[src/rtl/ddr_mgr_pkg.sv]
// Shared types and defaults for the DDR2 manager request arbiter.
package ddr_mgr_pkg;

  localparam int unsigned DDR_ADDR_W        = 24;
  localparam int unsigned DDR_LEN_W         = 8;
  localparam int unsigned DDR_WR_STARVE_MAX = 64;

  localparam logic CMD_READ  = 1'b0;
  localparam logic CMD_WRITE = 1'b1;

  typedef enum logic [1:0] {
    ST_IDLE  = 2'd0,
    ST_ISSUE = 2'd1,
    ST_XFER  = 2'd2,
    ST_DONE  = 2'd3
  } state_t;

endpackage

[src/rtl/ddr_req_arbiter_if.sv]
// Requester, MIG command and beat signals between the arbiter and its neighbours.
interface ddr_req_arbiter_if
  import ddr_mgr_pkg::*;
#(
  parameter int unsigned ADDR_W = DDR_ADDR_W,
  parameter int unsigned LEN_W  = DDR_LEN_W
);

  logic              init_done;
  logic              rd_req;
  logic [ADDR_W-1:0] rd_addr;
  logic [LEN_W-1:0]  rd_len;
  logic              rd_gnt;
  logic              rd_done;
  logic              wr_req;
  logic [ADDR_W-1:0] wr_addr;
  logic [LEN_W-1:0]  wr_len;
  logic              wr_gnt;
  logic              wr_done;
  logic              cmd_valid;
  logic              cmd_write;
  logic [ADDR_W-1:0] cmd_addr;
  logic [LEN_W-1:0]  cmd_len;
  logic              cmd_ready;
  logic              xfr_beat;
  logic              busy;

  modport slave (
    input  init_done, rd_req, rd_addr, rd_len, wr_req, wr_addr, wr_len,
           cmd_ready, xfr_beat,
    output rd_gnt, rd_done, wr_gnt, wr_done, cmd_valid, cmd_write,
           cmd_addr, cmd_len, busy
  );

  modport master (
    output init_done, rd_req, rd_addr, rd_len, wr_req, wr_addr, wr_len,
           cmd_ready, xfr_beat,
    input  rd_gnt, rd_done, wr_gnt, wr_done, cmd_valid, cmd_write,
           cmd_addr, cmd_len, busy
  );

endinterface

[src/rtl/ddr_req_prio.sv]
// Read-priority winner selection with a write starvation guard.
module ddr_req_prio
  import ddr_mgr_pkg::*;
#(
  parameter int unsigned WR_STARVE_MAX = DDR_WR_STARVE_MAX
) (
  input  logic clk,
  input  logic rst_n,
  input  logic rd_req,
  input  logic wr_req,
  input  logic idle,
  input  logic wr_gnt,
  output logic sel_rd,
  output logic sel_wr
);

  localparam int unsigned CNT_W = $clog2(WR_STARVE_MAX + 1);
  localparam logic [CNT_W-1:0] CNT_MAX = CNT_W'(WR_STARVE_MAX);

  logic [CNT_W-1:0] starve_cnt;
  logic             starved;

  // Count cycles a write has waited; saturate so the guard stays asserted.
  always_ff @(posedge clk or negedge rst_n) begin
    if (!rst_n) begin
      starve_cnt <= '0;
    end else if (!wr_req || wr_gnt) begin
      starve_cnt <= '0;
    end else if (starve_cnt != CNT_MAX) begin
      starve_cnt <= starve_cnt + CNT_W'(1);
    end
  end

  assign starved = (starve_cnt >= CNT_MAX);

  // Pick the winner; reads win ties unless the write has starved.
  always_comb begin
    sel_rd = 1'b0;
    sel_wr = 1'b0;
    if (idle) begin
      if (wr_req && (!rd_req || starved)) begin
        sel_wr = 1'b1;
      end else if (rd_req) begin
        sel_rd = 1'b1;
      end
    end
  end

endmodule

[src/rtl/ddr_req_arbiter.sv]
// Grants one DDR2 requester at a time, issues its burst to the MIG and
// reports completion once the last data beat has been seen.
module ddr_req_arbiter
  import ddr_mgr_pkg::*;
#(
  parameter int unsigned ADDR_W        = DDR_ADDR_W,
  parameter int unsigned LEN_W         = DDR_LEN_W,
  parameter int unsigned WR_STARVE_MAX = DDR_WR_STARVE_MAX
) (
  input logic         mem_clk0,
  input logic         mem_rst0_n,
  ddr_req_arbiter_if.slave bus
);

  state_t           state;
  logic [LEN_W-1:0] beat_cnt;
  logic             arb_idle;
  logic             sel_rd;
  logic             sel_wr;

  // Arbitration only happens from IDLE once the MIG has calibrated.
  assign arb_idle = (state == ST_IDLE) && bus.init_done;

  ddr_req_prio #(
    .WR_STARVE_MAX (WR_STARVE_MAX)
  ) u_prio (
    .clk    (mem_clk0),
    .rst_n  (mem_rst0_n),
    .rd_req (bus.rd_req),
    .wr_req (bus.wr_req),
    .idle   (arb_idle),
    .wr_gnt (bus.wr_gnt),
    .sel_rd (sel_rd),
    .sel_wr (sel_wr)
  );

  // Burst sequencer: grant, command handshake, beat counting, done pulse.
  always_ff @(posedge mem_clk0 or negedge mem_rst0_n) begin
    if (!mem_rst0_n) begin
      state         <= ST_IDLE;
      beat_cnt      <= '0;
      bus.rd_gnt    <= 1'b0;
      bus.wr_gnt    <= 1'b0;
      bus.rd_done   <= 1'b0;
      bus.wr_done   <= 1'b0;
      bus.cmd_valid <= 1'b0;
      bus.cmd_write <= CMD_READ;
      bus.cmd_addr  <= '0;
      bus.cmd_len   <= '0;
      bus.busy      <= 1'b0;
    end else begin
      bus.rd_gnt  <= 1'b0;
      bus.wr_gnt  <= 1'b0;
      bus.rd_done <= 1'b0;
      bus.wr_done <= 1'b0;
      case (state)
        ST_IDLE: begin
          if (sel_rd || sel_wr) begin
            bus.rd_gnt    <= sel_rd;
            bus.wr_gnt    <= sel_wr;
            bus.cmd_write <= sel_wr ? CMD_WRITE : CMD_READ;
            bus.cmd_addr  <= sel_wr ? bus.wr_addr : bus.rd_addr;
            bus.cmd_len   <= sel_wr ? bus.wr_len : bus.rd_len;
            bus.busy      <= 1'b1;
            state         <= ST_ISSUE;
          end
        end
        ST_ISSUE: begin
          // First ISSUE cycle carries the grant; cmd_valid follows it.
          if (!bus.cmd_valid) begin
            bus.cmd_valid <= 1'b1;
          end else if (bus.cmd_ready) begin
            bus.cmd_valid <= 1'b0;
            beat_cnt      <= '0;
            state         <= ST_XFER;
          end
        end
        ST_XFER: begin
          if (bus.xfr_beat) begin
            if (beat_cnt == bus.cmd_len) begin
              bus.rd_done <= (bus.cmd_write == CMD_READ);
              bus.wr_done <= (bus.cmd_write == CMD_WRITE);
              state       <= ST_DONE;
            end else begin
              beat_cnt <= beat_cnt + LEN_W'(1);
            end
          end
        end
        ST_DONE: begin
          bus.busy <= 1'b0;
          state    <= ST_IDLE;
        end
        default: begin
          bus.busy <= 1'b0;
          state    <= ST_IDLE;
        end
      endcase
    end
  end

endmodule

[src/flat_wrapper.sv]
// flat-port wrapper written by rule: the top's interface ports become plain ports
module ddr_req_arbiter_flat import ddr_mgr_pkg::*;
#(
  parameter int unsigned ADDR_W        = DDR_ADDR_W,
  parameter int unsigned LEN_W         = DDR_LEN_W,
  parameter int unsigned WR_STARVE_MAX = DDR_WR_STARVE_MAX
)
  (mem_clk0, mem_rst0_n, bus_init_done, bus_rd_req, bus_rd_addr, bus_rd_len, bus_wr_req, bus_wr_addr, bus_wr_len, bus_cmd_ready, bus_xfr_beat, bus_rd_gnt, bus_rd_done, bus_wr_gnt, bus_wr_done, bus_cmd_valid, bus_cmd_write, bus_cmd_addr, bus_cmd_len, bus_busy);
  ddr_req_arbiter_if #(.ADDR_W(ADDR_W), .LEN_W(LEN_W)) bus_i ();
  input logic mem_clk0;
  input logic mem_rst0_n;
  input wire logic [$bits(bus_i.init_done)-1:0] bus_init_done;
  input wire logic [$bits(bus_i.rd_req)-1:0] bus_rd_req;
  input wire logic [$bits(bus_i.rd_addr)-1:0] bus_rd_addr;
  input wire logic [$bits(bus_i.rd_len)-1:0] bus_rd_len;
  input wire logic [$bits(bus_i.wr_req)-1:0] bus_wr_req;
  input wire logic [$bits(bus_i.wr_addr)-1:0] bus_wr_addr;
  input wire logic [$bits(bus_i.wr_len)-1:0] bus_wr_len;
  input wire logic [$bits(bus_i.cmd_ready)-1:0] bus_cmd_ready;
  input wire logic [$bits(bus_i.xfr_beat)-1:0] bus_xfr_beat;
  output wire logic [$bits(bus_i.rd_gnt)-1:0] bus_rd_gnt;
  output wire logic [$bits(bus_i.rd_done)-1:0] bus_rd_done;
  output wire logic [$bits(bus_i.wr_gnt)-1:0] bus_wr_gnt;
  output wire logic [$bits(bus_i.wr_done)-1:0] bus_wr_done;
  output wire logic [$bits(bus_i.cmd_valid)-1:0] bus_cmd_valid;
  output wire logic [$bits(bus_i.cmd_write)-1:0] bus_cmd_write;
  output wire logic [$bits(bus_i.cmd_addr)-1:0] bus_cmd_addr;
  output wire logic [$bits(bus_i.cmd_len)-1:0] bus_cmd_len;
  output wire logic [$bits(bus_i.busy)-1:0] bus_busy;
  assign bus_i.init_done = bus_init_done;
  assign bus_i.rd_req = bus_rd_req;
  assign bus_i.rd_addr = bus_rd_addr;
  assign bus_i.rd_len = bus_rd_len;
  assign bus_i.wr_req = bus_wr_req;
  assign bus_i.wr_addr = bus_wr_addr;
  assign bus_i.wr_len = bus_wr_len;
  assign bus_i.cmd_ready = bus_cmd_ready;
  assign bus_i.xfr_beat = bus_xfr_beat;
  assign bus_rd_gnt = bus_i.rd_gnt;
  assign bus_rd_done = bus_i.rd_done;
  assign bus_wr_gnt = bus_i.wr_gnt;
  assign bus_wr_done = bus_i.wr_done;
  assign bus_cmd_valid = bus_i.cmd_valid;
  assign bus_cmd_write = bus_i.cmd_write;
  assign bus_cmd_addr = bus_i.cmd_addr;
  assign bus_cmd_len = bus_i.cmd_len;
  assign bus_busy = bus_i.busy;
  ddr_req_arbiter #(.ADDR_W(ADDR_W), .LEN_W(LEN_W), .WR_STARVE_MAX(WR_STARVE_MAX)) u_core (.mem_clk0(mem_clk0), .mem_rst0_n(mem_rst0_n), .bus(bus_i));
endmodule
[config.mk]
export PLATFORM = sky130hd
export DESIGN_NAME = ddr_req_arbiter_flat
export DESIGN_NICKNAME = d
export VERILOG_FILES = /design/src/rtl/ddr_mgr_pkg.sv /design/src/rtl/ddr_req_arbiter_if.sv /design/src/rtl/ddr_req_prio.sv /design/src/rtl/ddr_req_arbiter.sv /design/src/flat_wrapper.sv
export SDC_FILE = /design/constraint.sdc
export NUM_CORES = 1
export LEC_CHECK = 0
export CORE_ASPECT_RATIO = 1.4
export CORE_UTILIZATION = 30
export DETAILED_ROUTE_END_ITERATION = 8
export GPL_TIMING_DRIVEN = 0
export PLACE_DENSITY_LB_ADDON = 0.2
export SLEW_MARGIN = 5
export SYNTH_ARGS = -nofsm -noshare
export SYNTH_HDL_FRONTEND = slang
export SYNTH_SLANG_ARGS = --single-unit
[constraint.sdc]
create_clock -name mem_clk0 -period 2.6 [get_ports mem_clk0]
set_clock_uncertainty 0.2 [all_clocks]
set_input_delay 0.52 -clock mem_clk0 [delete_from_list [all_inputs] [get_ports mem_clk0]]
set_output_delay 0.52 -clock mem_clk0 [all_outputs]
set_load 0.05 [all_outputs]
==> results_dict.tcl, run 1 <==
set metrics [dict create \
    required_ns 2.56 \
    synth-seq-cells 56 \
    wl_mm 7.29 \
    via_per_inst 4.91 \
    cp.arrival_ns 2.33 \
    crit_chain "clkdlybuf4s50_1 > nand3_1 > a21oi_2 > buf_2 > mux2i_1 > o21ai_0" \
    drc 5 \
    fin_crit_ns 2.38 \
    hold_class "primary input to asynchronous set/reset pin" \
    clkLatencyLatePin_ns 0.30 \
    postCtsSetupBuffers 0 \
    yosys-top-cells-count "dfrtp_1, nand2_1, mux2i_1, o21ai_0, nand3_1" \
    die_x_um 83.9 \
    drive_above_1_share 0.0612 \
    io_buffer_count 109 \
    dieArea_um2 9780 \
    netlist_area_um2 2820 \
    cts_buffers 5 \
    cap_violations 0 \
    wl_per_cell_um 14.6 \
    fmax_mhz 421 \
    ys_seq_area_frac 0.498 \
    crit_type "primary input to flip-flop" \
    violations "DRC" \
    first_iter_violations 110 \
    place_congestion 0.846 \
    ctsHoldBuffers 0 \
    r2r_cells 7 \
    path_max_fanout 10 \
    slowest_delay_ns 0.53 \
    p_leak_uw 0.00180 \
    cts_root_buf "clkbuf_16" \
    n_antenna_cell 0 \
    synth_most_common_cell "dfrtp_1" \
    crit_path_start_kind "primary input" \
    cts_max_path_buffers 2 \
    grt_pass1_wl_mm 11.9 \
    synth_top_cell_area_share 0.498 \
    grt.overflow.total 0 \
    finalCritPeriodShare 0.914 \
    synth.net_count 353 \
    fillers 891 \
    h-tree-depth 2 \
    first_pass_iters 6 \
    die_y_um 117 \
    yosys_warnings 0 \
    syn_avg_cell_area_um2 10.3 \
    worstMarginPinSlew_ns 0.710 \
    fin_nets 470 \
    syn_inst 274 \
    place_ws_ns -0.127 \
    tritoncts "done" \
    start_util 0.310 \
    vdd.ir_drop.worst_mv 0.524 \
    finalSetupViolCount 0 \
    synthDistinctLibCells 43 \
    final-max-slew-violation-count 0 \
    post_cts_resized 0 \
    synth-main-ff-cell "dfrtp_1" \
    max-slew-margin-rel 0.524 \
    antenna_found_initial 0 \
    cp_slowest_cell "clkdlybuf4s50_1" \
    vias 2452 \
    clk_pin_slew_ns 0.07 \
    synthArstFlopShare 1.00 \
    finalPower_uw 4490 \
    outcome "finished, violations left" \
    synth_top_area_cell "dfrtp_1" \
    detail-route-antenna-nets 0 \
    critPathCaptureType "flip-flop" \
    hold_viol_final 0 \
    grt_max_degree 33 \
    cellPowerDensity_nw_per_um2 1070 \
    area_delta_synth_final_pct 49.2 \
    core_um2 9080 \
    synth_edf_count 0 \
    cts_sinks 56 \
    io-pin-count 110 \
    netlist_top_cells_area "dfrtp_1, mux2i_1, nand2_1" \
    hpwlAfterDp_mm 5.56 \
    worst_slack_ns 0.223 \
    rsz0062_at_grt "no" \
    grt_pass1_vias 2429 \
    grt_use_total 0.156 \
    num_rows 41 \
]
-- power breakdown --
group | internal (µW) | total, µW | leakage (µW) | switching, µW
logic | 847 | 2370 | 0.00100 | 1530
clock network | 385 | 688 | 0.0000712 | 303
registers | 1180 | 1420 | 0.000722 | 245
-- cells in the final DEF, fill, tap and decap left out, types with 3 or more instances in the layout --
cell / n
clkbuf_16: 5
o211ai_1: 3
nand3_1: 12
dfrtp_1: 56
mux2i_1: 33
clkbuf_1: 10
nor2_1: 10
nand2_1: 44
buf_2: 5
ha_1: 8
nor4_1: 4
xor2_1: 10
inv_1: 6
a21oi_1: 4
o21ai_0: 32
and3_2: 3
clkdlybuf4s50_1: 108
xnor2_1: 3
-- per-stage QoR --
stage	area (µm²)	TNS (ns)	util	hold WS, ns	cells
finish	4200	0	0.463	0.0373	499
global route	4200	0	0.463	0.0744	499
CTS	4200	0	0.463	0.0388	499
detailed placement	4060	-2.45	0.447	0.270	491
global placement	4040	-59.20	0.445	0.262	490
floorplan	2820	0	-	0.0244	274
-- registers in the layout, summed over array words and instances (netlist names) --
name / count
u_core.beat_cnt: 8
u_core.bus.busy: 1
u_core.bus.cmd_addr: 24
u_core.bus.cmd_len: 8
u_core.bus.cmd_valid: 1
u_core.bus.cmd_write: 1
u_core.bus.rd_done: 1
u_core.bus.rd_gnt: 1
u_core.bus.wr_done: 1
u_core.bus.wr_gnt: 1
u_core.state: 2
u_core.u_prio.starve_cnt: 7
-- layer usage --
layer | wire, µm | part of all wire | vias up | GRT usage
met2 | 3800 | 0.52 | 69 | 0.275
met1 | 3060 | 0.42 | 1169 | 0.188
met5 | 0 | 0 | - | 0
met3 | 322 | 0.044 | 7 | 0.0332
li1 | - | - | 1207 | -
met4 | 110 | 0.015 | 0 | 0.0586
-- final cells by class --
cell class,instances,area (µm²),area share
timing repair buffer,110,1110,0.263
clock buffer,8,146,0.0348
sequential,56,1400,0.334
buffer,13,61.3,0.0146
multi-input combinational,199,1330,0.317
tap,107,134,0.0319
inverter,6,22.5,0.00536
-- worst max-delay path, delay by kind of cell --
family | cells | cell delay, ns
multiplexers | 1 | 0.24
AND/OR/NAND/NOR | 1 | 0.12
AO/OA/AOI/OAI | 2 | 0.49
buffers and inverters | 2 | 0.96
-- final timing paths --
path	slack [ns]	start	to
setup / recovery	0.22	bus_wr_req	u_core.bus.cmd_addr[2]
hold / removal	0.04	mem_rst0_n	u_core.u_prio.starve_cnt[2]
setup reg to reg	0.24	u_core.state[0]	u_core.bus.cmd_addr[2]
hold reg to reg	0.28	u_core.bus.cmd_addr[10]	u_core.bus.cmd_addr[10]
max in group asynchronous	1.57	mem_rst0_n	u_core.bus.cmd_len[3]
min in group mem_clk0	0.28	u_core.bus.cmd_addr[10]	u_core.bus.cmd_addr[10]
-- cells by family (layout without fill, tap and decap cells) --
logic type,after synthesis,count (layout),share of synthesized area
simple gates,87,87,0.146
compound gates,56,56,0.125
fa+ha+maj,8,8,0.0356
flops,56,56,0.498
buf+inv,19,137,0.0298
xor+xnor,13,13,0.0404
mux,35,35,0.125
No activity file was read; power rests on OpenSTA's default activity.
==> run 2, diff against run 1 <==
--- a/config.mk
+++ b/config.mk
@@ -5,9 +5,11 @@
 export SDC_FILE = /design/constraint.sdc
 export NUM_CORES = 1
 export LEC_CHECK = 0
+export CAP_MARGIN = 20
 export CORE_ASPECT_RATIO = 1.4
 export CORE_UTILIZATION = 30
 export DETAILED_ROUTE_END_ITERATION = 8
+export DONT_BUFFER_PORTS = 1
 export GPL_TIMING_DRIVEN = 0
 export PLACE_DENSITY_LB_ADDON = 0.2
 export SLEW_MARGIN = 5
==> constraint.sdc (replaced) <==
create_clock -name mem_clk0 -period 2 [get_ports mem_clk0]
set_clock_uncertainty 0.2 [all_clocks]
set_input_delay 0.4 -clock mem_clk0 [delete_from_list [all_inputs] [get_ports mem_clk0]]
set_output_delay 0.4 -clock mem_clk0 [all_outputs]
set_load 0.05 [all_outputs]
==> run 2 against run 1 <==
Effect of this change: the flow finishes with violations (DRC, setup timing); worst hold slack better by 0.013 ns; sequential cell count unchanged; sequential power up 120%; first-iteration DRC count down 34%; critical path depth unchanged; largest cell class unchanged.
==> results_dict.tcl, run 2 (same netlist as run 1, synthesis figures left out) <==
set metrics [dict create \
    outcome "finished, violations left" \
    violations "DRC, setup timing" \
    largest_reg_flops 24 \
    cts_buffers 5 \
    wl_per_cell_um 17.0 \
    final_core_util 0.383 \
    worst_slack_ns -0.0885 \
    vias 2132 \
    fin_area_um2 3480 \
    top_register "u_core.bus.cmd_addr" \
    grt_pass1_vias 2016 \
    max-slew-margin-rel 0.622 \
    hold_viol_final 0 \
    cp.arrival_ns 2.08 \
    r2r_cells 6 \
    n_antenna_cell 0 \
    seq_power_share 0.558 \
    num_rows 41 \
    clkLatencyLatePin_ns 0.30 \
    p_int_uw 2760 \
    antenna_found_initial 0 \
    drive_above_1_share 0.228 \
    drc 4 \
    wl_mm 6.95 \
    fin_crit_ns 2.09 \
    finalPower_uw 5540 \
    fillers 916 \
    path_max_fanout 3 \
    area_delta_synth_final_pct 23.5 \
    p_leak_uw 0.00151 \
    tritoncts "done" \
    h-tree-depth 2 \
    cts_root_buf "clkbuf_16" \
    cellPowerDensity_nw_per_um2 1590 \
    switching_power_uw 2780 \
    dieArea_um2 9780 \
    final-max-slew-violation-count 0 \
    clk_pin_slew_ns 0.08 \
    hold_class "primary input to flip-flop" \
    critPathCaptureType "flip-flop" \
    start_util 0.310 \
    core_um2 9080 \
    hold_path_depth 2 \
    hpwlAfterDp_mm 4.79 \
    grt.overflow.total 0 \
    cts_sinks 56 \
    crit_path_start_kind "flip-flop" \
    worstMarginPinSlew_ns 0.568 \
    grt_pass1_wl_mm 10.7 \
    reg_top3 "u_core.bus.cmd_addr x24, u_core.beat_cnt x8, u_core.bus.cmd_len x8" \
    mostFrequentLayoutCell "dfrtp_1" \
    final_cells 409 \
    switching_share 0.502 \
    io-pin-count 110 \
    required_ns 1.99 \
    final_cell_mix "dfrtp_1, nand2_1, mux2i_1, o21ai_0" \
    die_y_um 117 \
    rsz0062_at_grt "yes" \
    placed_area_um2 2960 \
    grt_max_degree 57 \
    place_ws_ns -0.430 \
    fmax_mhz 479 \
    finalSetupViolCount 7 \
    first_iter_violations 73 \
    detail-route-antenna-nets 0 \
    fin_nets 380 \
    grt_use_total 0.143 \
    die_x_um 83.9 \
    crit_type "flip-flop to flip-flop" \
    first_pass_iters 7 \
    vdd.ir_drop.worst_mv 0.632 \
    io_buffer_count 0 \
    p_clk_frac 0.163 \
    place_congestion 0.746 \
    pwr-share-comb 0.279 \
    via_per_inst 5.21 \
    cts_max_path_buffers 2 \
    cap_violations 0 \
    dp.cells 381 \
    finalCritPeriodShare 1.04 \
]
[run 2: changes by cell type in the layout (fill, tap and decap cells not counted), moves of 8 or more]
| cell | before | now |
|---|---|---|
| clkdlybuf4s50_1 | 108 | 0 |
| buf_4 | 0 | 11 |
| clkbuf_1 | 10 | 0 |
| dfrtp_1 | 56 | 48 |
| dfrtp_2 | 0 | 8 |
[run 2: power by group through the flow]
stage / combinational [µW] / clock (µW) / sequential (µW)
4_1_cts: 1420 / 932 / 3090
3_5_place_dp: 1140 / 0 / 3100
6_report: 1550 / 901 / 3100
3_3_place_gp: 1110 / 0 / 3100
5_1_grt: 1740 / 990 / 3160
2_1_floorplan: 903 / 0 / 2970
[run 2: what timing repair did]
action                                 4_1_cts  5_1_grt
setup buffers                               11        5
endpoints found under the hold margin       57        0
hold buffers                                 3        0
cloned                                       0        2
pin swaps                                    6        5
setup endpoints to repair                   43       37
gates resized for setup                     21       23
[run 2: area by class of cell]
| type | instances | area (µm²) | share of cell area |
|---|---|---|---|
| multi-input combinational | 199 | 1410 | 0.406 |
| sequential | 56 | 1410 | 0.406 |
| tap | 107 | 134 | 0.0385 |
| clock inverter | 3 | 23.8 | 0.00684 |
| timing repair buffer | 21 | 240 | 0.0691 |
| inverter | 6 | 22.5 | 0.00648 |
| buffer | 12 | 109 | 0.0313 |
| clock buffer | 5 | 125 | 0.0360 |
[run 2: path summary, 6_finish.rpt]
check | startpoint | end | slack, ns
setup / recovery | u_core.bus.cmd_len[4] | u_core.state[1] | -0.09
hold / removal | bus_xfr_beat | u_core.bus.wr_done | 0.05
setup reg to reg | u_core.bus.cmd_len[4] | u_core.state[1] | -0.09
hold reg to reg | u_core.u_prio.starve_cnt[6] | u_core.bus.rd_gnt | 0.35
max in group asynchronous | mem_rst0_n | u_core.bus.cmd_len[1] | 0.90
min in group asynchronous | mem_rst0_n | u_core.bus.cmd_addr[11] | 0.43
[run 2: stage by stage]
| stage | hold slack (ns) | TNS [ns] |
|---|---|---|
| global placement | -0.0937 | -10.49 |
| global route | 0.0517 | -0.967 |
| detailed placement | -0.0927 | -11.87 |
| CTS | 0.0363 | -0.383 |
| floorplan | -0.0956 | -0.0280 |
| finish | 0.0500 | -0.308 |
[run 2: critical path, stage by stage (launching register included)]
cell and delay [ns]:
dfrtp_2 0.53, xor2_1 0.19, nor4_2 0.29, buf_4 0.17
nand2_2 0.08, a21oi_2 0.17, mux2_2 0.34
[run 2: routing by layer]
layer / vias up / part of all wire / global-route usage
li1: 1017 / - / -
met2: 71 / 0.51 / 0.242
met5: - / 0 / 0
met3: 8 / 0.050 / 0.0311
met4: 0 / 0.018 / 0.0598
met1: 1036 / 0.42 / 0.178
